[src/rtl/mem_arb_pkg.sv]
`default_nettype none
// ============================================================================
// Module      : mem_arb_pkg
// Description : Shared types and constants for the two-port memory arbiter.
// Revision    : 1.0 - initial release
// ============================================================================
package mem_arb_pkg;

    localparam int AW_DEF = 8;
    localparam int DW_DEF = 8;

    typedef enum logic [1:0] {
        ST_IDLE   = 2'd0,
        ST_ACCESS = 2'd1,
        ST_DONE   = 2'd2
    } state_t;

    localparam logic [1:0] GNT_P0 = 2'b01;
    localparam logic [1:0] GNT_P1 = 2'b10;

endpackage
`default_nettype wire

[src/rtl/mem_arbiter_if.sv]
`default_nettype none
// ============================================================================
// Module      : mem_arbiter_if
// Description : Requester and memory-side signal bundle of the memory arbiter.
// Revision    : 1.0 - initial release
// ============================================================================
interface mem_arbiter_if
    import mem_arb_pkg::*;
#(
    parameter int AW = AW_DEF,
    parameter int DW = DW_DEF
);
    logic          p0_req;
    logic          p0_we;
    logic [AW-1:0] p0_addr;
    logic [DW-1:0] p0_wdata;
    logic          p0_ack;
    logic          p1_req;
    logic          p1_we;
    logic [AW-1:0] p1_addr;
    logic [DW-1:0] p1_wdata;
    logic          p1_ack;
    logic [DW-1:0] rdata;
    logic [1:0]    gnt;
    logic [AW-1:0] mem_addr;
    logic [DW-1:0] mem_din;
    logic          mem_we;
    logic [DW-1:0] mem_dout;

    // Arbiter side.
    modport slave (
        input  p0_req, p0_we, p0_addr, p0_wdata,
        input  p1_req, p1_we, p1_addr, p1_wdata,
        input  mem_dout,
        output p0_ack, p1_ack, rdata, gnt,
        output mem_addr, mem_din, mem_we
    );

    // Requesters plus memory model side.
    modport master (
        output p0_req, p0_we, p0_addr, p0_wdata,
        output p1_req, p1_we, p1_addr, p1_wdata,
        output mem_dout,
        input  p0_ack, p1_ack, rdata, gnt,
        input  mem_addr, mem_din, mem_we
    );
endinterface
`default_nettype wire

[src/rtl/mem_arbiter_rr_pick2.sv]
`default_nettype none
// ============================================================================
// Module      : rr_pick2
// Description : Combinational two-way round-robin picker, one-hot result.
// Revision    : 1.0 - initial release
// ============================================================================
module rr_pick2
    import mem_arb_pkg::*;
(
    input  wire logic [1:0] req,
    input  wire logic       last,
    output logic      [1:0] win
);
    // last = 1 means port 1 won most recently, so port 0 wins a tie.
    always_comb begin
        win = 2'b00;
        case (req)
            2'b01:   win = GNT_P0;
            2'b10:   win = GNT_P1;
            2'b11:   win = last ? GNT_P0 : GNT_P1;
            default: win = 2'b00;
        endcase
    end
endmodule
`default_nettype wire

[src/rtl/mem_arbiter.sv]
`default_nettype none
// ============================================================================
// Module      : mem_arbiter
// Description : Round-robin arbiter sharing one single-port memory between two
//               requesters; three cycles per transaction, one-cycle ack.
// Revision    : 1.0 - initial release
// ============================================================================
module mem_arbiter
    import mem_arb_pkg::*;
#(
    parameter int AW = AW_DEF,
    parameter int DW = DW_DEF
)(
    input  wire logic     clk,
    input  wire logic     rst,
    mem_arbiter_if.slave  bus
);
    state_t        r_state;
    state_t        w_next;
    logic          r_last;
    logic          r_we_q;
    logic [AW-1:0] r_addr;
    logic [DW-1:0] r_din;
    logic [DW-1:0] r_rdata;
    logic [1:0]    r_gnt;
    logic [1:0]    w_win;

    rr_pick2 u_pick (
        .req  ({bus.p1_req, bus.p0_req}),
        .last (r_last),
        .win  (w_win)
    );

    always_ff @(posedge clk) begin
        if (rst) r_state <= ST_IDLE;
        else     r_state <= w_next;
    end

    always_comb begin
        w_next = r_state;
        case (r_state)
            ST_IDLE:   if (|w_win) w_next = ST_ACCESS;
            ST_ACCESS: w_next = ST_DONE;
            ST_DONE:   w_next = ST_IDLE;
            default:   w_next = ST_IDLE;
        endcase
    end

    // Request fields are captured only when a grant is made from IDLE.
    always_ff @(posedge clk) begin
        if (rst) begin
            r_last  <= 1'b1;
            r_we_q  <= 1'b0;
            r_addr  <= '0;
            r_din   <= '0;
            r_rdata <= '0;
            r_gnt   <= 2'b00;
        end else begin
            case (r_state)
                ST_IDLE: begin
                    if (|w_win) begin
                        if (w_win[1]) begin
                            r_we_q <= bus.p1_we;
                            r_addr <= bus.p1_addr;
                            r_din  <= bus.p1_wdata;
                        end else begin
                            r_we_q <= bus.p0_we;
                            r_addr <= bus.p0_addr;
                            r_din  <= bus.p0_wdata;
                        end
                        r_gnt  <= w_win;
                        r_last <= w_win[1];
                    end
                end
                ST_ACCESS: r_rdata <= bus.mem_dout;
                ST_DONE:   r_gnt   <= 2'b00;
                default:   r_gnt   <= 2'b00;
            endcase
        end
    end

    // Reset masks write and ack immediately so an aborted access leaves no trace.
    assign bus.mem_we   = (r_state == ST_ACCESS) & r_we_q & ~rst;
    assign bus.p0_ack   = (r_state == ST_DONE) & r_gnt[0] & ~rst;
    assign bus.p1_ack   = (r_state == ST_DONE) & r_gnt[1] & ~rst;
    assign bus.mem_addr = r_addr;
    assign bus.mem_din  = r_din;
    assign bus.rdata    = r_rdata;
    assign bus.gnt      = r_gnt;

endmodule
`default_nettype wire

[src/flat_wrapper.sv]
// flat-port wrapper written by rule: the top's interface ports become plain ports
module mem_arbiter_flat import mem_arb_pkg::*;
#(
    parameter int AW = AW_DEF,
    parameter int DW = DW_DEF
)
  (clk, rst, bus_p0_req, bus_p0_we, bus_p0_addr, bus_p0_wdata, bus_p1_req, bus_p1_we, bus_p1_addr, bus_p1_wdata, bus_mem_dout, bus_p0_ack, bus_p1_ack, bus_rdata, bus_gnt, bus_mem_addr, bus_mem_din, bus_mem_we);
  mem_arbiter_if #(.AW(AW), .DW(DW)) bus_i ();
  input  wire logic clk;
  input  wire logic rst;
  input wire logic [$bits(bus_i.p0_req)-1:0] bus_p0_req;
  input wire logic [$bits(bus_i.p0_we)-1:0] bus_p0_we;
  input wire logic [$bits(bus_i.p0_addr)-1:0] bus_p0_addr;
  input wire logic [$bits(bus_i.p0_wdata)-1:0] bus_p0_wdata;
  input wire logic [$bits(bus_i.p1_req)-1:0] bus_p1_req;
  input wire logic [$bits(bus_i.p1_we)-1:0] bus_p1_we;
  input wire logic [$bits(bus_i.p1_addr)-1:0] bus_p1_addr;
  input wire logic [$bits(bus_i.p1_wdata)-1:0] bus_p1_wdata;
  input wire logic [$bits(bus_i.mem_dout)-1:0] bus_mem_dout;
  output wire logic [$bits(bus_i.p0_ack)-1:0] bus_p0_ack;
  output wire logic [$bits(bus_i.p1_ack)-1:0] bus_p1_ack;
  output wire logic [$bits(bus_i.rdata)-1:0] bus_rdata;
  output wire logic [$bits(bus_i.gnt)-1:0] bus_gnt;
  output wire logic [$bits(bus_i.mem_addr)-1:0] bus_mem_addr;
  output wire logic [$bits(bus_i.mem_din)-1:0] bus_mem_din;
  output wire logic [$bits(bus_i.mem_we)-1:0] bus_mem_we;
  assign bus_i.p0_req = bus_p0_req;
  assign bus_i.p0_we = bus_p0_we;
  assign bus_i.p0_addr = bus_p0_addr;
  assign bus_i.p0_wdata = bus_p0_wdata;
  assign bus_i.p1_req = bus_p1_req;
  assign bus_i.p1_we = bus_p1_we;
  assign bus_i.p1_addr = bus_p1_addr;
  assign bus_i.p1_wdata = bus_p1_wdata;
  assign bus_i.mem_dout = bus_mem_dout;
  assign bus_p0_ack = bus_i.p0_ack;
  assign bus_p1_ack = bus_i.p1_ack;
  assign bus_rdata = bus_i.rdata;
  assign bus_gnt = bus_i.gnt;
  assign bus_mem_addr = bus_i.mem_addr;
  assign bus_mem_din = bus_i.mem_din;
  assign bus_mem_we = bus_i.mem_we;
  mem_arbiter #(.AW(AW), .DW(DW)) u_core (.clk(clk), .rst(rst), .bus(bus_i));
endmodule
[config.mk]
export PLATFORM = sky130hd
export DESIGN_NAME = mem_arbiter_flat
export DESIGN_NICKNAME = d
export VERILOG_FILES = /design/src/rtl/mem_arb_pkg.sv /design/src/rtl/mem_arbiter_if.sv /design/src/rtl/mem_arbiter_rr_pick2.sv /design/src/rtl/mem_arbiter.sv /design/src/flat_wrapper.sv
export SDC_FILE = /design/constraint.sdc
export NUM_CORES = 1
export LEC_CHECK = 0
export BUFFER_PORTS_ARGS = -buffer_cell sky130_fd_sc_hd__clkbuf_2
export CORE_UTILIZATION = 39
export DETAILED_ROUTE_END_ITERATION = 10
export PLACE_DENSITY_LB_ADDON = 0.1
export RECOVER_POWER = 50
export SYNTH_ARGS = -nofsm -noshare
export SYNTH_HDL_FRONTEND = slang
export SYNTH_SLANG_ARGS = --single-unit
export TNS_END_PERCENT = 30
[constraint.sdc]
create_clock -name clk -period 1.4 [get_ports clk]
set_clock_uncertainty 0.15 [all_clocks]
set_input_delay 0.42 -clock clk [delete_from_list [all_inputs] [get_ports clk]]
set_output_delay 0.42 -clock clk [all_outputs]
set_load 0.1 [all_outputs]
### After elaboration in Yosys (flattened, before gate mapping)

Index checks and enable logic that the tools add are counted.

* register bits: 30
* output and inout bits: 29

* multiplexer cells: 9
* eq/ne operators: 6
* reduce and logical (&&, ||, !) cells: 4
* bitwise logic cells: 8

Operator list (count)
* two-way mux 8 bit: 2
* one-hot mux 2 bit (2 select lines): 2
* AND 1 bit: 6
* equality test 2 bit (second input constant): 3
* two-way mux 2 bit: 3
* one-hot mux 2 bit (3 select lines): 1
* equality test 2 x 1 -> 1 bit (second input constant): 2
* AND reduction 2 bit: 2
* logical NOT 2 bit: 1
* != test 2 x 1 -> 1 bit (second input constant): 1
* inverter 1 bit: 2
* OR reduction 2 bit: 1
* two-way mux 1 bit: 1

### Logic depth before layout (Yosys ltp)

* depth in word-level cells: 5
* depth in mapped cells: 6
* depth with buffers taken out: 3

### By module

Synthesis repeated with hierarchy kept, for this count alone.

* cell total of the unflattened synthesis: 140
* area, all modules: 1345.0 um^2

Modules (own cells, without submodules)
* mem_arbiter: times used 1, cells each 137, seq. area each 600.6 um^2, area an instance 1326.3 um^2
* rr_pick2: times used 1, cells each 3, seq. area each 0.0 um^2, area an instance 18.8 um^2

### Worst setup path after synthesis

Ideal clock, no wire load.

* path kind: register -> output
* from: register u_core.r_gnt[1], in the netlist u_core.bus.gnt[1]
* to: output bus_p1_ack
* path slack: -3132 ps
* path buffers: 0
* required time: 830 ps
* arrival: 3962 ps
* cell stages (with the launch flop): 2
* path through: dfxtp_1 -> nor4bb_1

* longest elaborated chain between the ends: 2

RTL lines
* start: declaration: line mem_arbiter.sv:25 `logic [1:0] r_gnt;`
* start signal: assignment: line mem_arbiter.sv:71 `r_gnt <= w_win;`
* AND 1 bit (2 in a row): line mem_arbiter.sv:85 `assign bus.p1_ack = (r_state == ST_DONE) & r_gnt[1] & ~rst;`
* end: declaration: line flat_wrapper.sv:21 `output wire logic [$bits(bus_i.p1_ack)-1:0] bus_p1_ack;`

No other way between the ends.

### Final worst setup path

* from: register u_core.r_state[0]
* to: output bus_p0_ack

* longest elaborated chain between the ends: 3

RTL lines
* start: declaration: line mem_arbiter.sv:18 `state_t r_state;`
* start signal: assignment: line mem_arbiter.sv:36 `else r_state <= w_next;`
* equality test 2 bit: line mem_arbiter.sv:84 `assign bus.p0_ack = (r_state == ST_DONE) & r_gnt[0] & ~rst;`
* AND 1 bit (2 in a row): line mem_arbiter.sv:84
* end: declaration: line flat_wrapper.sv:20 `output wire logic [$bits(bus_i.p0_ack)-1:0] bus_p0_ack;`

No other way between the ends.

==> results.txt <==
----------------------------------------------------
[Logic synthesis]
  Post-synthesis simple-gate area fraction ... 19.78%
  Cell type contributing the most total cell area after synthesis ... sky130_fd_sc_hd__dfxtp_1
  Count of synthesis-stage warnings from yosys ... 0
  Number of flip-flops and latches in the synthesized netlist ... 30
  Adder-cell share of the synthesized area ... 0%
  Combinational family with the most area after synthesis ... compound AO/OA/AOI/OAI gates
  Mean instance size in the synthesized netlist ... 8.632 sq um
  Xor-xnor portion of the synthesized cell area ... 0%
  Net Count, Synth ... 205
  Fraction of synthesized area in multiplexers ... 0%
  Post-synthesis compound-gate area fraction ... 29.35%
  Total standard cell area after synthesis ... between 1000 and 1500 sq um
  Post-synth top area share ... 43.76%
  Post-Synthesis Cells ... 159
  Share of the yosys chip area belonging to registers ... between 40% and 50%
  Cell variety after synth ... 30
  Ranking of synthesized cells by area ... sky130_fd_sc_hd__dfxtp_1 44%, sky130_fd_sc_hd__nand2_1 14%, sky130_fd_sc_hd__a311oi_2 11%, sky130_fd_sc_hd__a21oi_1 9.1%, sky130_fd_sc_hd__a311oi_1 4.5%

[Power]
  Total power divided by cell area ... 1169 nW/um^2
  Worst VDD drop ... 721.8 uV
  Portion of total power attributed to combinational logic ... 46.4%
  Clk network pwr share ... between 10% and 20%
  Internal power ... about 1.7 mW
  Leak Pwr ... 1.083 nW
  Sw Share ... 41.26%
  Reg power frac ... between 30% and 40%
  Net switching power ... approximately 1.2 mW

[Critical path]
  Highest fanout seen on the critical path ... 4
  Buffers & Inverters on Critical Path ... 1
  Cell family with most CP delay ... flip-flops
  Path type of the worst setup path ... reg2out
  Stage delay of the slowest cell on the critical path ... 0.38 ns
  Arr. time, crit path ... between 1 and 1.5 ns
  Data required time of the worst path ... 0.83 ns
  Ordered list of cells on the worst path ... nor4bb_4, buf_12
  Slowest cell on the critical path ... sky130_fd_sc_hd__dfxtp_4
  Category of the worst setup path launch point ... flip-flop
  CP Capture Type ... output pin
  FF-to-FF setup slack ... -0.09 ns

[Final layout]
  Final cell area excluding filler cells ... ~2500 sq um
  Antenna cells ... 0
  Layout-stage area growth over the synthesis result ... 84.32%
  Share of the core filled with cells ... 75.22%
  Final layout net count ... around 300
  Share of post-route cells with drive strength above 1 ... 60.80%
  Post-Layout Cell Count ... 296

[Clocking]
  CTS sink count ... 30
  Hold buffer count at CTS ... 0
  H-tree depth reported by CTS ... 2
  Clock network latency to the later pin of the worst-skew pair ... around 0.33 ns
  Cell chosen for the clock root ... sky130_fd_sc_hd__clkbuf_4
  CTS tree ... done
  Buffer levels on the longest clock path ... 2
  Clock Pin Slew Worst Setup and Hold Paths ... 0.09 ns
  Number of CTS-inserted buffers ... 5

[STA]
  Final Worst Setup Slack ... -0.4278 ns
  Worst rel slew slack ... 76.38%
  Worst Tran Pin Value ... 0.3454 ns
  Final count of pins violating max slew ... 0
  Number of setup violations in the final report ... 47
  Final number of hold-violating endpoints ... 0
  Period minus WS final ... 1.828 ns
  Period utilization ... 130.6%
  Sum of negative setup slack ... -3.494 ns
  Unrepaired setup endpoints after global routing ... yes
  Fmax achieved ... 547.1 MHz

[GRT]
  Global-route usage over all layers ... 24.65%
  Global-route congestion overflow total ... 0
  Pin count of the biggest net entering global routing ... 18
  Initial antenna violation count ... 0
  Vias in the first global route ... 1,503
  Global-route wire length before repair ... between 6 and 7 mm

[Die]
  Floorplan die width ... approximately 61 microns
  Initial core utilization ... about two fifths
  Height of the chip ... just over 60 microns
  I/O pins ... 75
  Cell row count ... 21
  Core region area ... 3363 sq um
  Total Die Area ... 3761 sq um

[Routing]
  Vias after detailed routing ... between 1,500 and 2,000
  1st-pass router iterations ... 4
  Total Wirelength ... between 4 and 5 mm
  Remaining DRCs ... 0
  WL/cell ... 14.12 microns
  Antenna violation net count after detailed routing ... 0
  Via density ... 5.176
  Violation count after the first detailed-routing iteration ... 61

[Run status]
  Violated checks ... setup timing
  Outcome ... finished with violations

[Placement]
  HPWL Detailed ... between 2 and 3 mm
  Placer's final routability congestion estimate ... slightly below 0.7
  Dpl ws ... -0.3248 ns
  Area of placed instances ... 2354 sq um
  Cell Count Post-Placement ... about 280
  Port bufs ... 74

[Flow run]
  Number of max-cap violations ... 0

[Hold path]
  Worst Hold Class ... in2reg

----------------------------------------------------
## worst paths after layout
check	from	endpoint	depth (start not counted)
max	u_core.r_state[0]	bus_p0_ack	2
min	bus_mem_dout[1]	u_core.bus.rdata[1]	3
max reg2reg	u_core.r_state[0]	u_core.bus.mem_din[6]	5
min reg2reg	u_core.bus.rdata[1]	u_core.bus.rdata[1]	2
## worst min-delay path: stages
cell and delay (ns):
sky130_fd_sc_hd__clkbuf_2 0.08, sky130_fd_sc_hd__nand2_1 0.04, sky130_fd_sc_hd__a21oi_1 0.05
## registers in the layout, indices dropped and copies added, names as in the netlist
register,cells
u_core.bus.gnt,2
u_core.bus.rdata,8
u_core.bus.mem_din,8
u_core.r_last,1
u_core.r_we_q,1
u_core.r_state,2
u_core.bus.mem_addr,8
## kinds of logic (layout without fill, tap and decap cells)
kind of cell | after synthesis | in the layout
AO/OA/AOI/OAI | 50 | 50
buffers and inverters | 16 | 105
flip-flops | 30 | 30
AND/OR/NAND/NOR | 63 | 65
## cells in the final DEF, fill, tap and decap left out, types with 3 or more instances in the layout
| master | Yosys | routed |
|---|---|---|
| sky130_fd_sc_hd__dfxtp_4 | 0 | 3 |
| sky130_fd_sc_hd__and2_4 | 1 | 4 |
| sky130_fd_sc_hd__a311oi_1 | 7 | 6 |
| sky130_fd_sc_hd__nand2_1 | 51 | 51 |
| sky130_fd_sc_hd__buf_12 | 1 | 31 |
| sky130_fd_sc_hd__a311oi_2 | 10 | 11 |
| sky130_fd_sc_hd__a21oi_1 | 25 | 25 |
| sky130_fd_sc_hd__clkbuf_2 | 1 | 45 |
| sky130_fd_sc_hd__clkbuf_4 | 0 | 5 |
| sky130_fd_sc_hd__buf_4 | 0 | 13 |
| sky130_fd_sc_hd__buf_6 | 2 | 6 |
| sky130_fd_sc_hd__dfxtp_2 | 0 | 25 |
## timing repair
action	CTS	global route
gates resized for setup	35	3
setup buffers	0	3
endpoints found under the setup margin	55	47
pin swaps	9	6
gates cloned	3	0
## cells in the mapped netlist (all sizes together)
library cell / instances
a311oi: 17
a211o: 1
and2: 2
buf: 8
clkbuf: 6
a21bo: 1
or2: 1
nor2: 3
a2111oi: 1
a21boi: 1
nor2b: 1
nand2: 51
a211oi: 1
o21ai: 1
or2b: 1
nor4bb: 2
nor3: 1
dfxtp: 30
nand2b: 1
a22oi: 1
a21oi: 25
o211ai: 1
inv: 2
## metal layers
metal / vias up / track usage, % / routed length [microns]
met3: 8 / 7.983 / 240
met5: - / 0 / 0
li1: 746 / - / -
met2: 54 / 42.24 / 2165
met4: 0 / 12.01 / 68
met1: 724 / 27.53 / 1706
## final cells by class
type	count	area [sq um]
clock buffers	7	55.05
clock inverters	1	5.005
repair buffers	95	1011
well taps	46	57.56
inverters	2	7.507
flip-flops and latches	30	643.1
fillers	263	833.3
multi-input cells	115	750.7
## stage by stage
stage | power [mW] | hold WS, ns
3_5_place_dp | 2.356 | 0.3424
3_3_place_gp | 2.325 | 0.3285
6_report | 2.957 | 0.1452
5_1_grt | 3.085 | 0.1371
2_1_floorplan | 1.863 | 0.3391
4_1_cts | 2.936 | 0.1415
## power by group through the flow
stage	registers, mW	logic, mW	clock network, mW
2_1_floorplan	1.53	0.332	0
3_3_place_gp	1.04	1.28	0
3_5_place_dp	1.05	1.31	0
4_1_cts	1.05	1.34	0.545
5_1_grt	1.06	1.43	0.597
6_report	1.05	1.37	0.538
Note: power is estimated with default switching activity, not from simulation.
